--- src/rtl/lsu_pkg.sv ---
// Shared decode constants, FSM encoding and WB-register layout for the LSU memory stage.
package lsu_pkg;

  localparam logic [6:0] OPC_LOAD  = 7'b0000011;
  localparam logic [6:0] OPC_STORE = 7'b0100011;

  localparam logic [2:0] F3_B  = 3'd0;
  localparam logic [2:0] F3_H  = 3'd1;
  localparam logic [2:0] F3_W  = 3'd2;
  localparam logic [2:0] F3_BU = 3'd4;
  localparam logic [2:0] F3_HU = 3'd5;

  typedef enum logic [1:0] {
    ST_IDLE   = 2'd0,
    ST_REQ    = 2'd1,
    ST_WAIT_R = 2'd2
  } lsu_state_e;

  typedef enum logic [1:0] {
    SZ_B,
    SZ_H,
    SZ_W
  } access_size_e;

  typedef struct packed {
    logic        valid;
    logic [31:0] reg_wdata;
    logic        rd_en;
    logic [4:0]  rd_addr;
    logic [31:0] pc;
    logic [31:0] inst;
  } wb_t;

  // Unlisted funct3 encodings fall back to a full-word access.
  function automatic access_size_e access_size(input logic [2:0] funct3);
    case (funct3)
      F3_B, F3_BU: return SZ_B;
      F3_H, F3_HU: return SZ_H;
      F3_W:        return SZ_W;
      default:     return SZ_W;
    endcase
  endfunction

endpackage

--- src/rtl/lsu_align.sv ---
// Byte-lane steering for the LSU: store byte enables / lane replication and
// load-data extraction with sign or zero extension.
module lsu_align
  import lsu_pkg::*;
(
  input  logic [2:0]  funct3,
  input  logic [1:0]  addr_lo,
  input  logic [31:0] rs2_data,
  input  logic [31:0] rdata,
  output logic [3:0]  be,
  output logic [31:0] wdata,
  output logic [31:0] load_data
);

  access_size_e size;
  logic         unsigned_ext;
  logic [7:0]   byte_sel;
  logic [15:0]  half_sel;

  assign size         = access_size(funct3);
  assign unsigned_ext = funct3[2];
  assign byte_sel     = rdata[{addr_lo, 3'b000} +: 8];
  assign half_sel     = addr_lo[1] ? rdata[31:16] : rdata[15:0];

  always_comb begin
    be        = 4'b1111;
    wdata     = rs2_data;
    load_data = rdata;
    unique case (size)
      SZ_B: begin
        be        = 4'b0001 << addr_lo;
        wdata     = {4{rs2_data[7:0]}};
        load_data = unsigned_ext ? {24'b0, byte_sel} : {{24{byte_sel[7]}}, byte_sel};
      end
      SZ_H: begin
        be        = addr_lo[1] ? 4'b1100 : 4'b0011;
        wdata     = {2{rs2_data[15:0]}};
        load_data = unsigned_ext ? {16'b0, half_sel} : {{16{half_sel[15]}}, half_sel};
      end
      default: begin
        be        = 4'b1111;
        wdata     = rs2_data;
        load_data = rdata;
      end
    endcase
  end

endmodule

--- src/rtl/lsu_mem_stage.sv ---
// LSU memory-access stage: req/gnt/rvalid data-bus FSM with timeout abort and LSU->WB register.
// Define LSU_MISALIGN_CHK_EN to trap misaligned H/W accesses instead of force-aligning them.
module lsu_mem_stage
  import lsu_pkg::*;
#(
  parameter int unsigned BUS_TIMEOUT = 16
) (
  input  logic        clk,
  input  logic        rst_n,
  input  logic [31:0] lsu_reg_wdata,
  input  logic        lsu_rd_reg_en,
  input  logic [4:0]  lsu_rd_reg_addr,
  input  logic [31:0] lsu_pc,
  input  logic [31:0] lsu_inst,
  input  logic [31:0] lsu_rs2_data,
  output logic        lsu_stall,
  output logic        lsu_bus_err,
`ifdef LSU_MISALIGN_CHK_EN
  output logic        lsu_misalign,
`endif
  output logic        dmem_req,
  output logic        dmem_we,
  output logic [31:0] dmem_addr,
  output logic [3:0]  dmem_be,
  output logic [31:0] dmem_wdata,
  input  logic        dmem_gnt,
  input  logic        dmem_rvalid,
  input  logic [31:0] dmem_rdata,
  output logic        wb_valid,
  output logic [31:0] wb_reg_wdata,
  output logic        wb_rd_reg_en,
  output logic [4:0]  wb_rd_reg_addr,
  output logic [31:0] wb_pc,
  output logic [31:0] wb_inst
);

  localparam int unsigned    CW      = (BUS_TIMEOUT > 2) ? $clog2(BUS_TIMEOUT) : 1;
  localparam logic [CW-1:0]  CNT_MAX = CW'(BUS_TIMEOUT - 1);

  lsu_state_e    state_q, state_d;
  logic [CW-1:0] cnt_q, cnt_d;
  wb_t           wb_q, wb_d;
  logic          bus_err_q;
  logic [6:0]    opcode;
  logic [2:0]    funct3;
  logic          is_load, is_store, is_mem;
  logic          done, abort, misalign;
  logic [31:0]   load_data;

  assign opcode   = lsu_inst[6:0];
  assign funct3   = lsu_inst[14:12];
  assign is_load  = (opcode == OPC_LOAD);
  assign is_store = (opcode == OPC_STORE);
  assign is_mem   = is_load | is_store;

`ifdef LSU_MISALIGN_CHK_EN
  logic misalign_q;
  assign misalign = is_mem && (state_q == ST_IDLE) &&
                    (((access_size(funct3) == SZ_H) && lsu_reg_wdata[0]) ||
                     ((access_size(funct3) == SZ_W) && (lsu_reg_wdata[1:0] != 2'b00)));
  assign lsu_misalign = misalign_q;
`else
  assign misalign = 1'b0;
`endif

  lsu_align u_align (
    .funct3    (funct3),
    .addr_lo   (lsu_reg_wdata[1:0]),
    .rs2_data  (lsu_rs2_data),
    .rdata     (dmem_rdata),
    .be        (dmem_be),
    .wdata     (dmem_wdata),
    .load_data (load_data)
  );

  assign dmem_req  = (state_q == ST_REQ);
  assign dmem_we   = is_store;
  assign dmem_addr = {lsu_reg_wdata[31:2], 2'b00};
  assign lsu_stall = is_mem & ~done & ~abort & ~misalign;

  // The timeout check overrides any non-completing transition, including a load gnt on the last cycle.
  always_comb begin
    state_d = state_q;
    cnt_d   = '0;
    done    = 1'b0;
    abort   = 1'b0;
    case (state_q)
      ST_IDLE: begin
        if (is_mem && !misalign) state_d = ST_REQ;
      end
      ST_REQ: begin
        cnt_d = cnt_q + CW'(1);
        if (dmem_gnt) begin
          if (is_store) begin
            done    = 1'b1;
            state_d = ST_IDLE;
          end else begin
            state_d = ST_WAIT_R;
          end
        end
      end
      ST_WAIT_R: begin
        cnt_d = cnt_q + CW'(1);
        if (dmem_rvalid) begin
          done    = 1'b1;
          state_d = ST_IDLE;
        end
      end
      default: state_d = ST_IDLE;
    endcase
    if ((state_q != ST_IDLE) && (cnt_q == CNT_MAX) && !done) begin
      abort   = 1'b1;
      state_d = ST_IDLE;
    end
    if (state_d == ST_IDLE) cnt_d = '0;
  end

  // Anything that is neither a pass-through nor a completed access becomes a bubble.
  always_comb begin
    wb_d = '0;
    if (!is_mem) begin
      wb_d.valid     = 1'b1;
      wb_d.reg_wdata = lsu_reg_wdata;
      wb_d.rd_en     = lsu_rd_reg_en;
      wb_d.rd_addr   = lsu_rd_reg_addr;
      wb_d.pc        = lsu_pc;
      wb_d.inst      = lsu_inst;
    end else if (done) begin
      wb_d.valid = 1'b1;
      wb_d.pc    = lsu_pc;
      wb_d.inst  = lsu_inst;
      if (is_load) begin
        wb_d.reg_wdata = load_data;
        wb_d.rd_en     = lsu_rd_reg_en;
        wb_d.rd_addr   = lsu_rd_reg_addr;
      end
    end
  end

  always_ff @(posedge clk or negedge rst_n) begin
    if (!rst_n) begin
      state_q   <= ST_IDLE;
      cnt_q     <= '0;
      wb_q      <= '0;
      bus_err_q <= 1'b0;
    end else begin
      state_q   <= state_d;
      cnt_q     <= cnt_d;
      wb_q      <= wb_d;
      bus_err_q <= abort;
    end
  end

`ifdef LSU_MISALIGN_CHK_EN
  always_ff @(posedge clk or negedge rst_n) begin
    if (!rst_n) misalign_q <= 1'b0;
    else        misalign_q <= misalign;
  end
`endif

  assign lsu_bus_err    = bus_err_q;
  assign wb_valid       = wb_q.valid;
  assign wb_reg_wdata   = wb_q.reg_wdata;
  assign wb_rd_reg_en   = wb_q.rd_en;
  assign wb_rd_reg_addr = wb_q.rd_addr;
  assign wb_pc          = wb_q.pc;
  assign wb_inst        = wb_q.inst;

endmodule

--- config.mk ---
export PLATFORM = sky130hd
export DESIGN_NAME = lsu_mem_stage
export DESIGN_NICKNAME = d
export VERILOG_FILES = /design/src/rtl/lsu_pkg.sv /design/src/rtl/lsu_align.sv /design/src/rtl/lsu_mem_stage.sv
export SDC_FILE = /design/constraint.sdc
export NUM_CORES = 1
export LEC_CHECK = 0
export CORE_AREA = 2 2 133 135
export CTS_CLUSTER_DIAMETER = 200
export DETAILED_ROUTE_END_ITERATION = 12
export DIE_AREA = 0 0 135 137
export PLACE_DENSITY = 0.69
export SLEW_MARGIN = 20
export SYNTH_ARGS = -nofsm -noshare
export SYNTH_HDL_FRONTEND = slang
export SYNTH_SLANG_ARGS = --single-unit
--- constraint.sdc ---
create_clock -name clk -period 3.3 [get_ports clk]
set_clock_uncertainty 0.05 [all_clocks]
set_input_delay 0.66 -clock clk [delete_from_list [all_inputs] [get_ports clk]]
set_output_delay 0.66 -clock clk [all_outputs]
set_load 0.1 [all_outputs]
==> run metrics <==
largest family of logic cells by synthesized area simple AND/OR/NAND/NOR gates; Net Sw Frac 0.414; slowest CP cell clkdlybuf4s50_1; Slew Limit Headroom 0.580; simple-gate share of the synthesized area 0.161; Yosys warning count 0; Post-CTS Resized 0; CTS H-tree lvls 3; first-pass GRT wire length 26200 µm; share of the core filled with cells 0.512; Commonest cells post-synth dfrtp_1 (110), and2_1 (69), nand2_1 (47), buf_4 (44); final setup fails 0; FF-to-FF setup slack 1.29 ns; number of vias per cell 4.56; Comb power frac 0.405; drc violations 0; Period Utilization, post-route 0.862; crit-path max cell delay 0.46 ns; worst-path cell chain clkdlybuf4s50_1 > nor4_4 > and3_1 > nand2_1 > nor2_4 > buf_12; outcome complete, no violations; Internal 2.54 mW; Syn Area/Cell 10.6 µm²; CP Class in2out; RSZ-0062 raised after global routing no; Leakage 3.91 nW; Layout Area Growth over Synthesis 68.0%; Sw Pwr 1.80 mW; setup bufs post-CTS 0; # clock sinks 110; Crit. End Element output pin; die width 135 µm; Reg2Reg Depth 7; Final Max Tran Viols 0; adder-cell share of the synthesized area 0.0120; pwr dens 497 nW/µm²; critical path startpoint category primary input; register bit total from synthesis 110; Min-Delay Path Class in2async; Clock Power Share 0.260; Final ANT Viol Nets 0; Final #Nets 963; gr usage total 0.191; std cell rows 48; top_reg_cell synth dfrtp_1; TNS Setup 0 ns; Final HPWL DP 14800 µm; share of cells above drive strength 1 0.294; Final Hold Vio Count 0; worst endpoint required time 2.59 ns; CTS buffer count 9; Buf/Inv on CP 2; die extent in y 137 µm; Synth Area in Compound Gates 0.124; CTS tree built; fmax 352 MHz; Cell Area, Synth 5200 µm²; Gate Count Post-Synth 491; Worst R2R Start state_q[0]; root buffer cell clkbuf_16; Max VDD drop 0.000248 V; Top delay family on crit path simple AND/OR/NAND/NOR gates; pin count of the biggest net entering global routing 62; CTS clk-pin slew, worst paths 0.07 ns; via count 4637; sequential share of power 0.336; initial antenna violation count 0; CORE AREA 17100 µm²; Pre-antenna DRT Iters 4; Post-Synth XOR/XNOR Area 0.00337; post-synthesis cell type count 46; sequential cell area fraction in the yosys report 0.530; Max Fanout on Critical Path 3; top cells by area, synth dfrtp_1 (53%), and2_1 (8.3%), buf_4 (6.4%); max_cap viols 0; WL/cell 17.9 µm; worst skew pair latency 0.35 ns; CP Data Arrival Time 2.13 ns; RR Endpoint wb_rd_reg_en; die footprint 18500 µm²; post-synth top area share 0.530; cell with the most instances after synthesis dfrtp_1; number of global-route vias before repair 4680; Synth async-reset ratio 1.00; Top-Level Pins 345; mux share of post-synthesis cell area 0.0785; Remaining Overflow, GRT 0; Clock Path Buffers 2; Tmin final 2.84 ns; n_diodes 0; cts hold-fix bufs 0; starting density of the core 0.305; Post-Route WL 18200 µm; Final GP Congestion 0.776; Initial DRC Count 222; Synth area leader dfrtp_1; number of port buffers 342; number of synthesized flops with an enable pin 0; Worst Max-Slew Pin Slew 0.630 ns
## metal layers
layer | vias to the layer above | wire length [µm] | global-route usage
li1 | 2213 | - | -
met2 | 232 | 9520 | 0.346
met1 | 2184 | 6920 | 0.227
met4 | 0 | 149 | 0.0469
met3 | 8 | 1600 | 0.0459
met5 | - | 0 | 0
## placed cells by master, fill, tap and decap left out, drive strengths merged, types with 2 or more instances in the layout
cell type	netlist	layout
buf	51	188
clkdlybuf4s50	0	167
dfrtp	110	110
and2	69	69
nand2	48	48
o21ai	38	38
a21oi	28	28
mux2	20	20
mux2i	16	16
nor2	14	14
inv	9	11
clkbuf	19	10
nor2b	9	9
o221ai	7	7
a22oi	6	6
o31ai	6	6
ha	5	5
nand2b	3	3
o22ai	3	3
nor3	3	3
a211o	3	3
clkinv	0	3
a21o	2	2
o21bai	2	2
and3	2	2
conb	1	2
nand3	2	2
## metrics by stage
stage | power, mW | hold WS [ns] | instances | instance area (µm²) | setup WS [ns]
2_1_floorplan | 2.69 | 0.314 | 492 | 5210 | 0.0906
3_3_place_gp | 3.24 | 0.400 | 1002 | 8420 | 0.477
3_5_place_dp | 3.24 | 0.408 | 1002 | 8420 | 0.453
4_1_cts | 4.39 | 0.287 | 1018 | 8730 | 0.449
5_1_grt | 4.51 | 0.324 | 1018 | 8730 | 0.386
6_report | 4.34 | 0.277 | 1018 | 8730 | 0.457
## state kept, by name (all words and copies together) (netlist names)
name and cells:
lsu_bus_err 1, state_q 2, wb_rd_reg_en 1, cnt_q 4, wb_valid 1, wb_reg_wdata 32, wb_inst 32, wb_pc 32
wb_rd_reg_addr 5
## layout make-up
cell class              instances  area [µm²]
fillers                      1581        8330
repair buffers                355        3370
flip-flops and latches        110        2750
multi-input cells             303        1980
well taps                     225         282
clock buffers                  10         229
clock inverters                 6        81.3
inverters                       9        33.8
## power groups by stage
stage	registers, mW	logic, mW	clock network (mW)
2_1_floorplan	1.99	0.697	0
3_3_place_gp	1.48	1.76	0
3_5_place_dp	1.48	1.76	0
4_1_cts	1.46	1.77	1.17
5_1_grt	1.46	1.83	1.22
6_report	1.45	1.76	1.13
## cell families after synthesis
group	Yosys count
AO/OA/AOI/OAI	103
XOR/XNOR	2
adder cells (fa/ha/maj)	5
buffers and inverters	79
flip-flops	110
multiplexers	37
other	1
AND/OR/NAND/NOR	154
## worst max-delay path by stage
stage	startpoint	to	depth (start not counted)
finish	lsu_inst[2]	lsu_stall	6
global route	lsu_inst[12]	dmem_be[2]	5
CTS	lsu_inst[2]	lsu_stall	6
detailed placement	lsu_inst[2]	lsu_stall	6
global placement	lsu_inst[2]	lsu_stall	6
floorplan	lsu_inst[12]	dmem_wdata[25]	4
Note: power is estimated with default switching activity, not from simulation.
